`src/rtl/stream_config_queue_pkg.sv`:
```
// Shared register map, queue entry type and width helpers for the
// stream configuration queue.
package stream_config_pkg;

    localparam int unsigned REG_SELECT      = 0;
    localparam int unsigned REG_TYPE        = 1;
    localparam int unsigned REG_COMMIT      = 2;
    localparam int unsigned REG_STATUS      = 3;
    localparam int unsigned REGS_PER_STREAM = 4;

    // Entry fields are sized for the widest supported configuration; slots use the low bits.
    localparam int unsigned MAX_SELECT_WIDTH = 8;
    localparam int unsigned MAX_TYPE_WIDTH   = 16;

    typedef struct packed {
        logic [MAX_SELECT_WIDTH-1:0] sel;
        logic [MAX_TYPE_WIDTH-1:0]   typ;
    } entry_t;

    function automatic int unsigned calc_select_width(input int unsigned num_select);
        return (num_select <= 2) ? 1 : $clog2(num_select);
    endfunction

endpackage

```
`src/rtl/stream_config_queue_if.sv`:
```
// Host config bus plus the three per-stream ready/valid reconfiguration channels.
interface stream_config_queue_if #(
    parameter int unsigned NUM_STREAMS  = 2,
    parameter int unsigned SELECT_WIDTH = 2,
    parameter int unsigned TYPE_WIDTH   = 4,
    parameter int unsigned ADDR_WIDTH   = 8,
    parameter int unsigned DATA_WIDTH   = 32
);
    logic                                     cfg_wr_en;
    logic [ADDR_WIDTH-1:0]                    cfg_addr;
    logic [DATA_WIDTH-1:0]                    cfg_wr_data;
    logic                                     cfg_rd_en;
    logic [DATA_WIDTH-1:0]                    cfg_rd_data;

    logic [NUM_STREAMS-1:0]                   in_sel_valid;
    logic [NUM_STREAMS-1:0]                   in_sel_ready;
    logic [NUM_STREAMS-1:0][SELECT_WIDTH-1:0] in_sel_data;
    logic [NUM_STREAMS-1:0]                   out_sel_valid;
    logic [NUM_STREAMS-1:0]                   out_sel_ready;
    logic [NUM_STREAMS-1:0][SELECT_WIDTH-1:0] out_sel_data;
    logic [NUM_STREAMS-1:0]                   type_valid;
    logic [NUM_STREAMS-1:0]                   type_ready;
    logic [NUM_STREAMS-1:0][TYPE_WIDTH-1:0]   type_data;

    modport master (
        output cfg_wr_en, cfg_addr, cfg_wr_data, cfg_rd_en,
        input  cfg_rd_data,
        input  in_sel_valid, in_sel_data, out_sel_valid, out_sel_data, type_valid, type_data,
        output in_sel_ready, out_sel_ready, type_ready
    );

    modport slave (
        input  cfg_wr_en, cfg_addr, cfg_wr_data, cfg_rd_en,
        output cfg_rd_data,
        output in_sel_valid, in_sel_data, out_sel_valid, out_sel_data, type_valid, type_data,
        input  in_sel_ready, out_sel_ready, type_ready
    );

endinterface

```
`src/rtl/stream_config_queue_slot.sv`:
```
// One stream slot: shadow registers, DEPTH-deep entry queue and the
// three-channel atomic head handshake (ch 0 = in_select, 1 = out_select, 2 = type).
module stream_config_slot
    import stream_config_pkg::*;
#(
    parameter int unsigned SELECT_WIDTH = 2,
    parameter int unsigned TYPE_WIDTH   = 4,
    parameter int unsigned DEPTH        = 4,
    parameter int unsigned DATA_WIDTH   = 32,
    parameter int unsigned LEVEL_WIDTH  = 3
) (
    input  logic                    clk,
    input  logic                    rst,
    input  logic                    wr_en,
    input  logic [1:0]              wr_offset,
    input  logic [DATA_WIDTH-1:0]   wr_data,
    output logic [SELECT_WIDTH-1:0] shadow_sel,
    output logic [TYPE_WIDTH-1:0]   shadow_typ,
    output logic [LEVEL_WIDTH-1:0]  level,
    output logic                    overflow,
    output logic [2:0]              ch_valid,
    input  logic [2:0]              ch_ready,
    output logic [SELECT_WIDTH-1:0] head_sel,
    output logic [TYPE_WIDTH-1:0]   head_typ
);
    localparam int unsigned PTR_WIDTH = (DEPTH <= 1) ? 1 : $clog2(DEPTH);

    entry_t                 mem [DEPTH];
    entry_t                 head;
    logic [PTR_WIDTH-1:0]   rd_ptr, wr_ptr;
    logic [2:0]             taken, hs;
    logic                   empty, full, commit, clr_ovf, push, pop;
    logic                   unused_bits;

    function automatic logic [PTR_WIDTH-1:0] ptr_inc(input logic [PTR_WIDTH-1:0] p);
        return (p == PTR_WIDTH'(DEPTH - 1)) ? '0 : p + 1'b1;
    endfunction

    assign empty    = (level == '0);
    assign full     = (level == LEVEL_WIDTH'(DEPTH));
    assign commit   = wr_en && (wr_offset == 2'(REG_COMMIT));
    assign clr_ovf  = wr_en && (wr_offset == 2'(REG_STATUS)) && wr_data[0];
    assign ch_valid = {3{!empty}} & ~taken;
    assign hs       = ch_valid & ch_ready;
    // Retire once every channel has accepted, whether earlier or on this edge.
    assign pop      = !empty && (&(taken | hs));
    assign push     = commit && !full;

    assign head     = mem[rd_ptr];
    assign head_sel = SELECT_WIDTH'(head.sel);
    assign head_typ = TYPE_WIDTH'(head.typ);

    assign unused_bits = ^{wr_data, head};

    always_ff @(posedge clk) begin
        if (rst) begin
            shadow_sel <= '0;
            shadow_typ <= '0;
            rd_ptr     <= '0;
            wr_ptr     <= '0;
            level      <= '0;
            taken      <= '0;
            overflow   <= 1'b0;
            for (int unsigned i = 0; i < DEPTH; i++) begin
                mem[i] <= '0;
            end
        end else begin
            if (wr_en && (wr_offset == 2'(REG_SELECT))) shadow_sel <= wr_data[SELECT_WIDTH-1:0];
            if (wr_en && (wr_offset == 2'(REG_TYPE)))   shadow_typ <= wr_data[TYPE_WIDTH-1:0];

            if (push) begin
                mem[wr_ptr] <= '{sel: MAX_SELECT_WIDTH'(shadow_sel), typ: MAX_TYPE_WIDTH'(shadow_typ)};
                wr_ptr      <= ptr_inc(wr_ptr);
            end

            if (pop) begin
                rd_ptr <= ptr_inc(rd_ptr);
                taken  <= '0;
            end else begin
                taken  <= taken | hs;
            end

            case ({push, pop})
                2'b10:   level <= level + 1'b1;
                2'b01:   level <= level - 1'b1;
                default: level <= level;
            endcase

            if (commit && full) overflow <= 1'b1;
            else if (clr_ovf)   overflow <= 1'b0;
        end
    end

endmodule

```
`src/rtl/stream_config_queue.sv`:
```
// Per-stream queued reconfiguration block: config address decode and the
// registered read mux around one stream_config_slot per stream.
module stream_config_queue
    import stream_config_pkg::*;
#(
    parameter int unsigned NUM_STREAMS = 2,
    parameter int unsigned NUM_SELECT  = 4,
    parameter int unsigned TYPE_WIDTH  = 4,
    parameter int unsigned DEPTH       = 4,
    parameter int unsigned ADDR_WIDTH  = 8,
    parameter int unsigned DATA_WIDTH  = 32
) (
    input  logic               clk,
    input  logic               rst,
    stream_config_queue_if.slave bus
);
    localparam int unsigned SELECT_WIDTH = calc_select_width(NUM_SELECT);
    localparam int unsigned LEVEL_WIDTH  = $clog2(DEPTH + 1);

    logic [SELECT_WIDTH-1:0] sh_sel   [NUM_STREAMS];
    logic [TYPE_WIDTH-1:0]   sh_typ   [NUM_STREAMS];
    logic [LEVEL_WIDTH-1:0]  lvl      [NUM_STREAMS];
    logic                    ovf      [NUM_STREAMS];
    logic [2:0]              vld      [NUM_STREAMS];
    logic [SELECT_WIDTH-1:0] hd_sel   [NUM_STREAMS];
    logic [TYPE_WIDTH-1:0]   hd_typ   [NUM_STREAMS];
    logic [NUM_STREAMS-1:0]  slot_wr;
    logic [ADDR_WIDTH-1:0]   stream_idx;
    logic [1:0]              offset;
    logic [DATA_WIDTH-1:0]   rd_next;

    // Out-of-range addresses match no slot, so they are ignored on write and read as 0.
    assign stream_idx = bus.cfg_addr >> 2;
    assign offset     = bus.cfg_addr[1:0];

    for (genvar g = 0; g < NUM_STREAMS; g++) begin : g_slot
        assign slot_wr[g] = bus.cfg_wr_en && (stream_idx == ADDR_WIDTH'(g));

        stream_config_slot #(
            .SELECT_WIDTH (SELECT_WIDTH),
            .TYPE_WIDTH   (TYPE_WIDTH),
            .DEPTH        (DEPTH),
            .DATA_WIDTH   (DATA_WIDTH),
            .LEVEL_WIDTH  (LEVEL_WIDTH)
        ) u_slot (
            .clk        (clk),
            .rst        (rst),
            .wr_en      (slot_wr[g]),
            .wr_offset  (offset),
            .wr_data    (bus.cfg_wr_data),
            .shadow_sel (sh_sel[g]),
            .shadow_typ (sh_typ[g]),
            .level      (lvl[g]),
            .overflow   (ovf[g]),
            .ch_valid   (vld[g]),
            .ch_ready   ({bus.type_ready[g], bus.out_sel_ready[g], bus.in_sel_ready[g]}),
            .head_sel   (hd_sel[g]),
            .head_typ   (hd_typ[g])
        );

        assign bus.in_sel_valid[g]  = vld[g][0];
        assign bus.out_sel_valid[g] = vld[g][1];
        assign bus.type_valid[g]    = vld[g][2];
        assign bus.in_sel_data[g]   = hd_sel[g];
        assign bus.out_sel_data[g]  = hd_sel[g];
        assign bus.type_data[g]     = hd_typ[g];
    end

    always_comb begin
        rd_next = '0;
        for (int unsigned s = 0; s < NUM_STREAMS; s++) begin
            if (stream_idx == ADDR_WIDTH'(s)) begin
                case (offset)
                    2'(REG_SELECT): rd_next = DATA_WIDTH'(sh_sel[s]);
                    2'(REG_TYPE):   rd_next = DATA_WIDTH'(sh_typ[s]);
                    2'(REG_STATUS): rd_next = DATA_WIDTH'({ovf[s], lvl[s]});
                    default:        rd_next = '0;
                endcase
            end
        end
    end

    always_ff @(posedge clk) begin
        if (rst)                bus.cfg_rd_data <= '0;
        else if (bus.cfg_rd_en) bus.cfg_rd_data <= rd_next;
    end

endmodule
```
`src/flat_wrapper.sv`:
```
// flat-port wrapper written by rule: the top's interface ports become plain ports
module stream_config_queue_flat import stream_config_pkg::*;
#(
    parameter int unsigned NUM_STREAMS = 2,
    parameter int unsigned NUM_SELECT  = 4,
    parameter int unsigned TYPE_WIDTH  = 4,
    parameter int unsigned DEPTH       = 4,
    parameter int unsigned ADDR_WIDTH  = 8,
    parameter int unsigned DATA_WIDTH  = 32
)
  (clk, rst, bus_cfg_wr_en, bus_cfg_addr, bus_cfg_wr_data, bus_cfg_rd_en, bus_cfg_rd_data, bus_in_sel_valid, bus_in_sel_data, bus_out_sel_valid, bus_out_sel_data, bus_type_valid, bus_type_data, bus_in_sel_ready, bus_out_sel_ready, bus_type_ready);
  stream_config_queue_if #(.NUM_STREAMS(NUM_STREAMS), .TYPE_WIDTH(TYPE_WIDTH), .ADDR_WIDTH(ADDR_WIDTH), .DATA_WIDTH(DATA_WIDTH)) bus_i ();
  input  logic clk;
  input  logic rst;
  input wire logic [$bits(bus_i.cfg_wr_en)-1:0] bus_cfg_wr_en;
  input wire logic [$bits(bus_i.cfg_addr)-1:0] bus_cfg_addr;
  input wire logic [$bits(bus_i.cfg_wr_data)-1:0] bus_cfg_wr_data;
  input wire logic [$bits(bus_i.cfg_rd_en)-1:0] bus_cfg_rd_en;
  output wire logic [$bits(bus_i.cfg_rd_data)-1:0] bus_cfg_rd_data;
  output wire logic [$bits(bus_i.in_sel_valid)-1:0] bus_in_sel_valid;
  output wire logic [$bits(bus_i.in_sel_data)-1:0] bus_in_sel_data;
  output wire logic [$bits(bus_i.out_sel_valid)-1:0] bus_out_sel_valid;
  output wire logic [$bits(bus_i.out_sel_data)-1:0] bus_out_sel_data;
  output wire logic [$bits(bus_i.type_valid)-1:0] bus_type_valid;
  output wire logic [$bits(bus_i.type_data)-1:0] bus_type_data;
  input wire logic [$bits(bus_i.in_sel_ready)-1:0] bus_in_sel_ready;
  input wire logic [$bits(bus_i.out_sel_ready)-1:0] bus_out_sel_ready;
  input wire logic [$bits(bus_i.type_ready)-1:0] bus_type_ready;
  assign bus_i.cfg_wr_en = bus_cfg_wr_en;
  assign bus_i.cfg_addr = bus_cfg_addr;
  assign bus_i.cfg_wr_data = bus_cfg_wr_data;
  assign bus_i.cfg_rd_en = bus_cfg_rd_en;
  assign bus_cfg_rd_data = bus_i.cfg_rd_data;
  assign bus_in_sel_valid = bus_i.in_sel_valid;
  assign bus_in_sel_data = bus_i.in_sel_data;
  assign bus_out_sel_valid = bus_i.out_sel_valid;
  assign bus_out_sel_data = bus_i.out_sel_data;
  assign bus_type_valid = bus_i.type_valid;
  assign bus_type_data = bus_i.type_data;
  assign bus_i.in_sel_ready = bus_in_sel_ready;
  assign bus_i.out_sel_ready = bus_out_sel_ready;
  assign bus_i.type_ready = bus_type_ready;
  stream_config_queue #(.NUM_STREAMS(NUM_STREAMS), .NUM_SELECT(NUM_SELECT), .TYPE_WIDTH(TYPE_WIDTH), .DEPTH(DEPTH), .ADDR_WIDTH(ADDR_WIDTH), .DATA_WIDTH(DATA_WIDTH)) u_core (.clk(clk), .rst(rst), .bus(bus_i));
endmodule
```
`config.mk`:
```
export PLATFORM = sky130hd
export DESIGN_NAME = stream_config_queue_flat
export DESIGN_NICKNAME = d
export VERILOG_FILES = /design/src/rtl/stream_config_queue_pkg.sv /design/src/rtl/stream_config_queue_if.sv /design/src/rtl/stream_config_queue_slot.sv /design/src/rtl/stream_config_queue.sv /design/src/flat_wrapper.sv
export SDC_FILE = /design/constraint.sdc
export NUM_CORES = 1
export LEC_CHECK = 0
export CORE_MARGIN = 2
export CORE_UTILIZATION = 48
export DETAILED_ROUTE_END_ITERATION = 16
export GPL_ROUTABILITY_DRIVEN = 0
export PLACE_DENSITY_LB_ADDON = 0.3
export SETUP_SLACK_MARGIN = 0.02
export SLEW_MARGIN = 20
export SYNTH_ARGS = -nofsm -noshare
export SYNTH_HDL_FRONTEND = slang
export SYNTH_SLANG_ARGS = --single-unit
```
`constraint.sdc`:
```
create_clock -name clk -period 4.7 [get_ports clk]
set_input_delay 0.47 -clock clk [delete_from_list [all_inputs] [get_ports clk]]
set_output_delay 0.47 -clock clk [all_outputs]
set_load 0.005 [all_outputs]
```
==> metrics.log <==
[metrics] Hold-fix buffers, CTS: 0
[metrics] DR DRC count: 0
[metrics] global-route wire length before repair: 13,260 um
[metrics] count of maximum capacitance violations: 0
[metrics] share of the synthesized area in the top cell type: 0.3287
[metrics] Fin Clk Skew: between 0.007 and 0.008 ns
[metrics] required time reported for the critical path endpoint: 4.98 ns
[metrics] drt initial violations: 98
[metrics] share of synthesized registers carrying an async set or reset: 0
[metrics] TritonCTS clock tree: done
[metrics] fraction of layout instances using a drive strength above 1: 0.1310
[metrics] first drt pass iteration count: 4
[metrics] GRT Resource Usage Total: 0.1678
[metrics] Worst Tran Pin Value: 0.7602 ns
[metrics] classification of the worst-slack hold path: flip-flop to flip-flop
[metrics] Max rail drop VDD: 0.2065 mV
[metrics] largest net degree at the start of global routing: 48
[metrics] number of synthesized flops with an enable pin: 48
[metrics] cell-by-cell trace of the critical path: clkdlybuf4s50_1 -> nor4_4 -> and4b_1 -> inv_1 -> ha_1 -> inv_1 -> fa_1 -> xor2_1 -> or3_1 -> a21oi_1
[metrics] number of instances in the synthesized netlist: 375
[metrics] Worst-Skew Late Latency: 0.35 ns
[metrics] dominant cell type by area after synthesis: sky130_fd_sc_hd__edfxtp_1
[metrics] post-CTS clock slew at the launch and capture registers of the worst setup and hold paths: 0.09 ns
[metrics] status: completed
[metrics] cells resized by post-CTS repair: 0
[metrics] post-synth cell types: 43
[metrics] die outline height: 99.59 um
[metrics] flop2flop setup slack: 2.08 ns
[metrics] clock tree sinks: 90
[metrics] GRT Residual Overflow: 0
[metrics] mean post-synth cell area: 11.69 um^2
[metrics] number of buffers between clock root and the deepest sink: 2
[metrics] number of CTS-inserted buffers: 9
[metrics] starting density of the core: 0.4980
[metrics] Worst Reg-to-Reg Cells: 8
[metrics] met1 layer wirelength in the final routing: 3759 um
[metrics] total core area: around 8800 um^2
[metrics] die width: 99.59 um
[metrics] ranking of synthesized cells by area: sky130_fd_sc_hd__edfxtp_1 (33%), sky130_fd_sc_hd__dfxtp_1 (19%), sky130_fd_sc_hd__and2_1 (6.8%)
[metrics] post-DR wirelength/cell: 15.12 um
[metrics] detailed route wirelength on metal3: 230 um
[metrics] # port buffers: 47
[metrics] Hold Path Stages: 2
[metrics] number of primary I/O pins: roughly 100
[metrics] count of standard-cell rows: 34
[metrics] Crit Reg-Reg Endpoint: u_core.g_slot[0].u_slot.level[2]
[metrics] Worst Setup Start Kind: input pin
[metrics] Slew Limit Fails: 0
[metrics] final antenna-violating net count: 0
[metrics] predominant post-synthesis flop cell: sky130_fd_sc_hd__edfxtp_1
[metrics] final count of negative-setup-slack endpoints: 0
[metrics] type of destination of the critical path: flip-flop
[metrics] Static Leak: 1.858 nW
[metrics] Max Fanout on Critical Path: 16
[metrics] type of the worst setup path: input pin to flip-flop
[metrics] R2R Path Start: u_core.g_slot[0].u_slot.level[0]
[metrics] half-perimeter wire length of the detailed placement result: 5800 um
[metrics] area added between synthesis and finish: 14.15%
[metrics] destination of the worst hold path: u_core.g_slot[0].u_slot.overflow
[metrics] sequential cell area fraction in the yosys report: 0.5204
[metrics] Hold Path Origin: u_core.g_slot[0].u_slot.overflow
[metrics] mapped cell area: ~4400 um^2
[metrics] Max Clock Freq: 0.3528 GHz
[metrics] via-per-instance ratio: 5.261
[metrics] H-tree lvl count: 3
[metrics] arrival time worst endpoint: between 3 and 4 ns
[metrics] final hold slack: around 0.49 ns
[metrics] register bit count reported by yosys: 90
[metrics] worst stage delay on the critical path: ~0.72 ns
[metrics] via count: 2,778
[metrics] most instantiated cells after synthesis: sky130_fd_sc_hd__and2_1 (48), sky130_fd_sc_hd__edfxtp_1 (48), sky130_fd_sc_hd__nor2_1 (44)
[metrics] die area: slightly below 10,000 um^2
[metrics] library cell appearing most often on the critical path: sky130_fd_sc_hd__inv_1
[metrics] CTS Root Buffer Type: sky130_fd_sc_hd__clkbuf_8
[metrics] number of antenna violations at the first check in global routing: 0
[metrics] total wirelength of the detailed-routed design: 7982 um
[metrics] max_slew headroom: 0.4894
[metrics] warnings from Yosys: 0
[metrics] power density of the placed cells: about 300 nW/um^2
[metrics] via count of the first global-routing pass: 2,681
[metrics] routed wire length on met2: 3907 um
[metrics] antenna diode count: 0
[metrics] fraction of the cycle the final worst path needs: 0.6031
[metrics] number of hold-slack violations in the final timing report: 0
[metrics] total number of nets in the final design: 473
[metrics] RSZ-0062 raised after global routing: false
[metrics] Sum Neg Setup Slack: 0 ns
[metrics] CP max stage cell: sky130_fd_sc_hd__nor4_4
[metrics] buffer count from post-CTS setup fixing: 0
[metrics] final critical path time including I/O delays and setup: 2.834 ns
[metrics] uppermost layer routed: met4
kinds of logic (layout without fill, tap and decap cells):
group                      count (synthesis)  after routing  share of synthesized area
other                                      1             28                  0.0008551
xor gates and xnor gates                   4              4                   0.007988
and+or+nand+nor                          150            150                     0.2017
DFF                                       90             90                     0.5204
buffers and inverters                     53             71                    0.07446
muxes                                     39             39                     0.1255
adders and majority gates                  8              8                    0.02625
AOI/OAI and AO/OA                         30             30                    0.04280
sequential cells by signal, summed over array words and instances (netlist names), 4 cells and up, named ones only:
signal / cells
u_core.g_slot.u_slot.shadow_typ: 8
u_core.g_slot.u_slot.rd_ptr: 4
u_core.g_slot.u_slot.mem: 48
u_core.g_slot.u_slot.shadow_sel: 4
u_core.g_slot.u_slot.wr_ptr: 4
u_core.g_slot.u_slot.taken: 6
u_core.g_slot.u_slot.level: 6
u_core.bus.cfg_rd_data: 4
cell usage in the layout (no fill, tap or decap), types with 3 or more instances in the layout:
cell type                         count
sky130_fd_sc_hd__nand2_1              4
sky130_fd_sc_hd__or2_2                6
sky130_fd_sc_hd__edfxtp_1            48
sky130_fd_sc_hd__ha_1                 6
sky130_fd_sc_hd__mux4_2              12
sky130_fd_sc_hd__conb_1              28
sky130_fd_sc_hd__a21oi_1             13
sky130_fd_sc_hd__inv_6                3
sky130_fd_sc_hd__a311oi_1             3
sky130_fd_sc_hd__mux2i_1             19
sky130_fd_sc_hd__dfxtp_1             42
sky130_fd_sc_hd__nor3b_2              4
sky130_fd_sc_hd__and2_1              48
sky130_fd_sc_hd__clkdlybuf4s50_1     47
sky130_fd_sc_hd__inv_1                7
sky130_fd_sc_hd__mux2_2               8
sky130_fd_sc_hd__clkbuf_8             9
sky130_fd_sc_hd__o21ai_0              4
sky130_fd_sc_hd__or3_1                9
sky130_fd_sc_hd__nor3_1              10
sky130_fd_sc_hd__nor2_1              44
sky130_fd_sc_hd__xor2_1               4
sky130_fd_sc_hd__nand4_1              8
sky130_fd_sc_hd__a22oi_1              4
worst max-delay path: cells and delay by family:
kind	cells	cell delay [ns]
adders and majority gates	2	0.40
xor gates and xnor gates	1	0.07
and+or+nand+nor	3	1.45
buffers and inverters	3	0.58
AOI/OAI and AO/OA	1	0.14
power breakdown:
group          switching, W  leakage, nW  internal [W]
clock network      0.000292       0.0988      0.000255
logic             0.0000425        0.926     0.0000398
registers        0.00000489        0.834      0.000840
worst max path at each step:
| stage | from | slack, ns | cells after the start | end |
|---|---|---|---|---|
| 4_1_cts | bus_cfg_addr[7] | 1.87 | 10 | u_core.g_slot[1].u_slot.level[2] |
| 3_3_place_gp | bus_cfg_addr[7] | 1.55 | 9 | u_core.g_slot[0].u_slot.level[2] |
| 2_1_floorplan | u_core.g_slot[1].u_slot.level[2] | 2.26 | 10 | u_core.g_slot[1].u_slot.level[2] |
| 6_report | bus_cfg_addr[7] | 1.87 | 10 | u_core.g_slot[1].u_slot.level[2] |
| 5_1_grt | bus_cfg_addr[7] | 1.69 | 10 | u_core.g_slot[1].u_slot.level[2] |
| 3_5_place_dp | bus_cfg_addr[7] | 1.50 | 10 | u_core.g_slot[1].u_slot.level[2] |
final cells by class:
| type | count | area [um^2] |
|---|---|---|
| Timing Repair Buffer | 48 | 478.0 |
| Tap cell | 108 | 135.1 |
| Sequential cell | 90 | 2282 |
| Fill cell | 737 | 3800 |
| Inverter | 7 | 26.28 |
| Clock buffer | 9 | 123.9 |
| Clock inverter | 7 | 82.58 |
| Multi-Input combinational cell | 259 | 1878 |
through the flow:
stage                     cells  setup WS, ns    util  instance area, um^2  total power (W)
final                       528         1.866  0.5685                 5006         0.001474
after global routing        528         1.689  0.5685                 5006         0.001524
after CTS                   528         1.868  0.5685                 5006         0.001483
after detailed placement    512         1.501  0.5450                 4800        0.0009458
after global placement      512         1.549  0.5450                 4800        0.0009439
after floorplan             402         2.260       -                 4487        0.0009195
routing by layer:
metal	track usage	vias to the layer above
met5	0	-
met4	0.05374	0
met3	0.01124	7
met2	0.2801	66
met1	0.2356	1334
li1	-	1371
No activity file was read; power rests on OpenSTA's default activity.
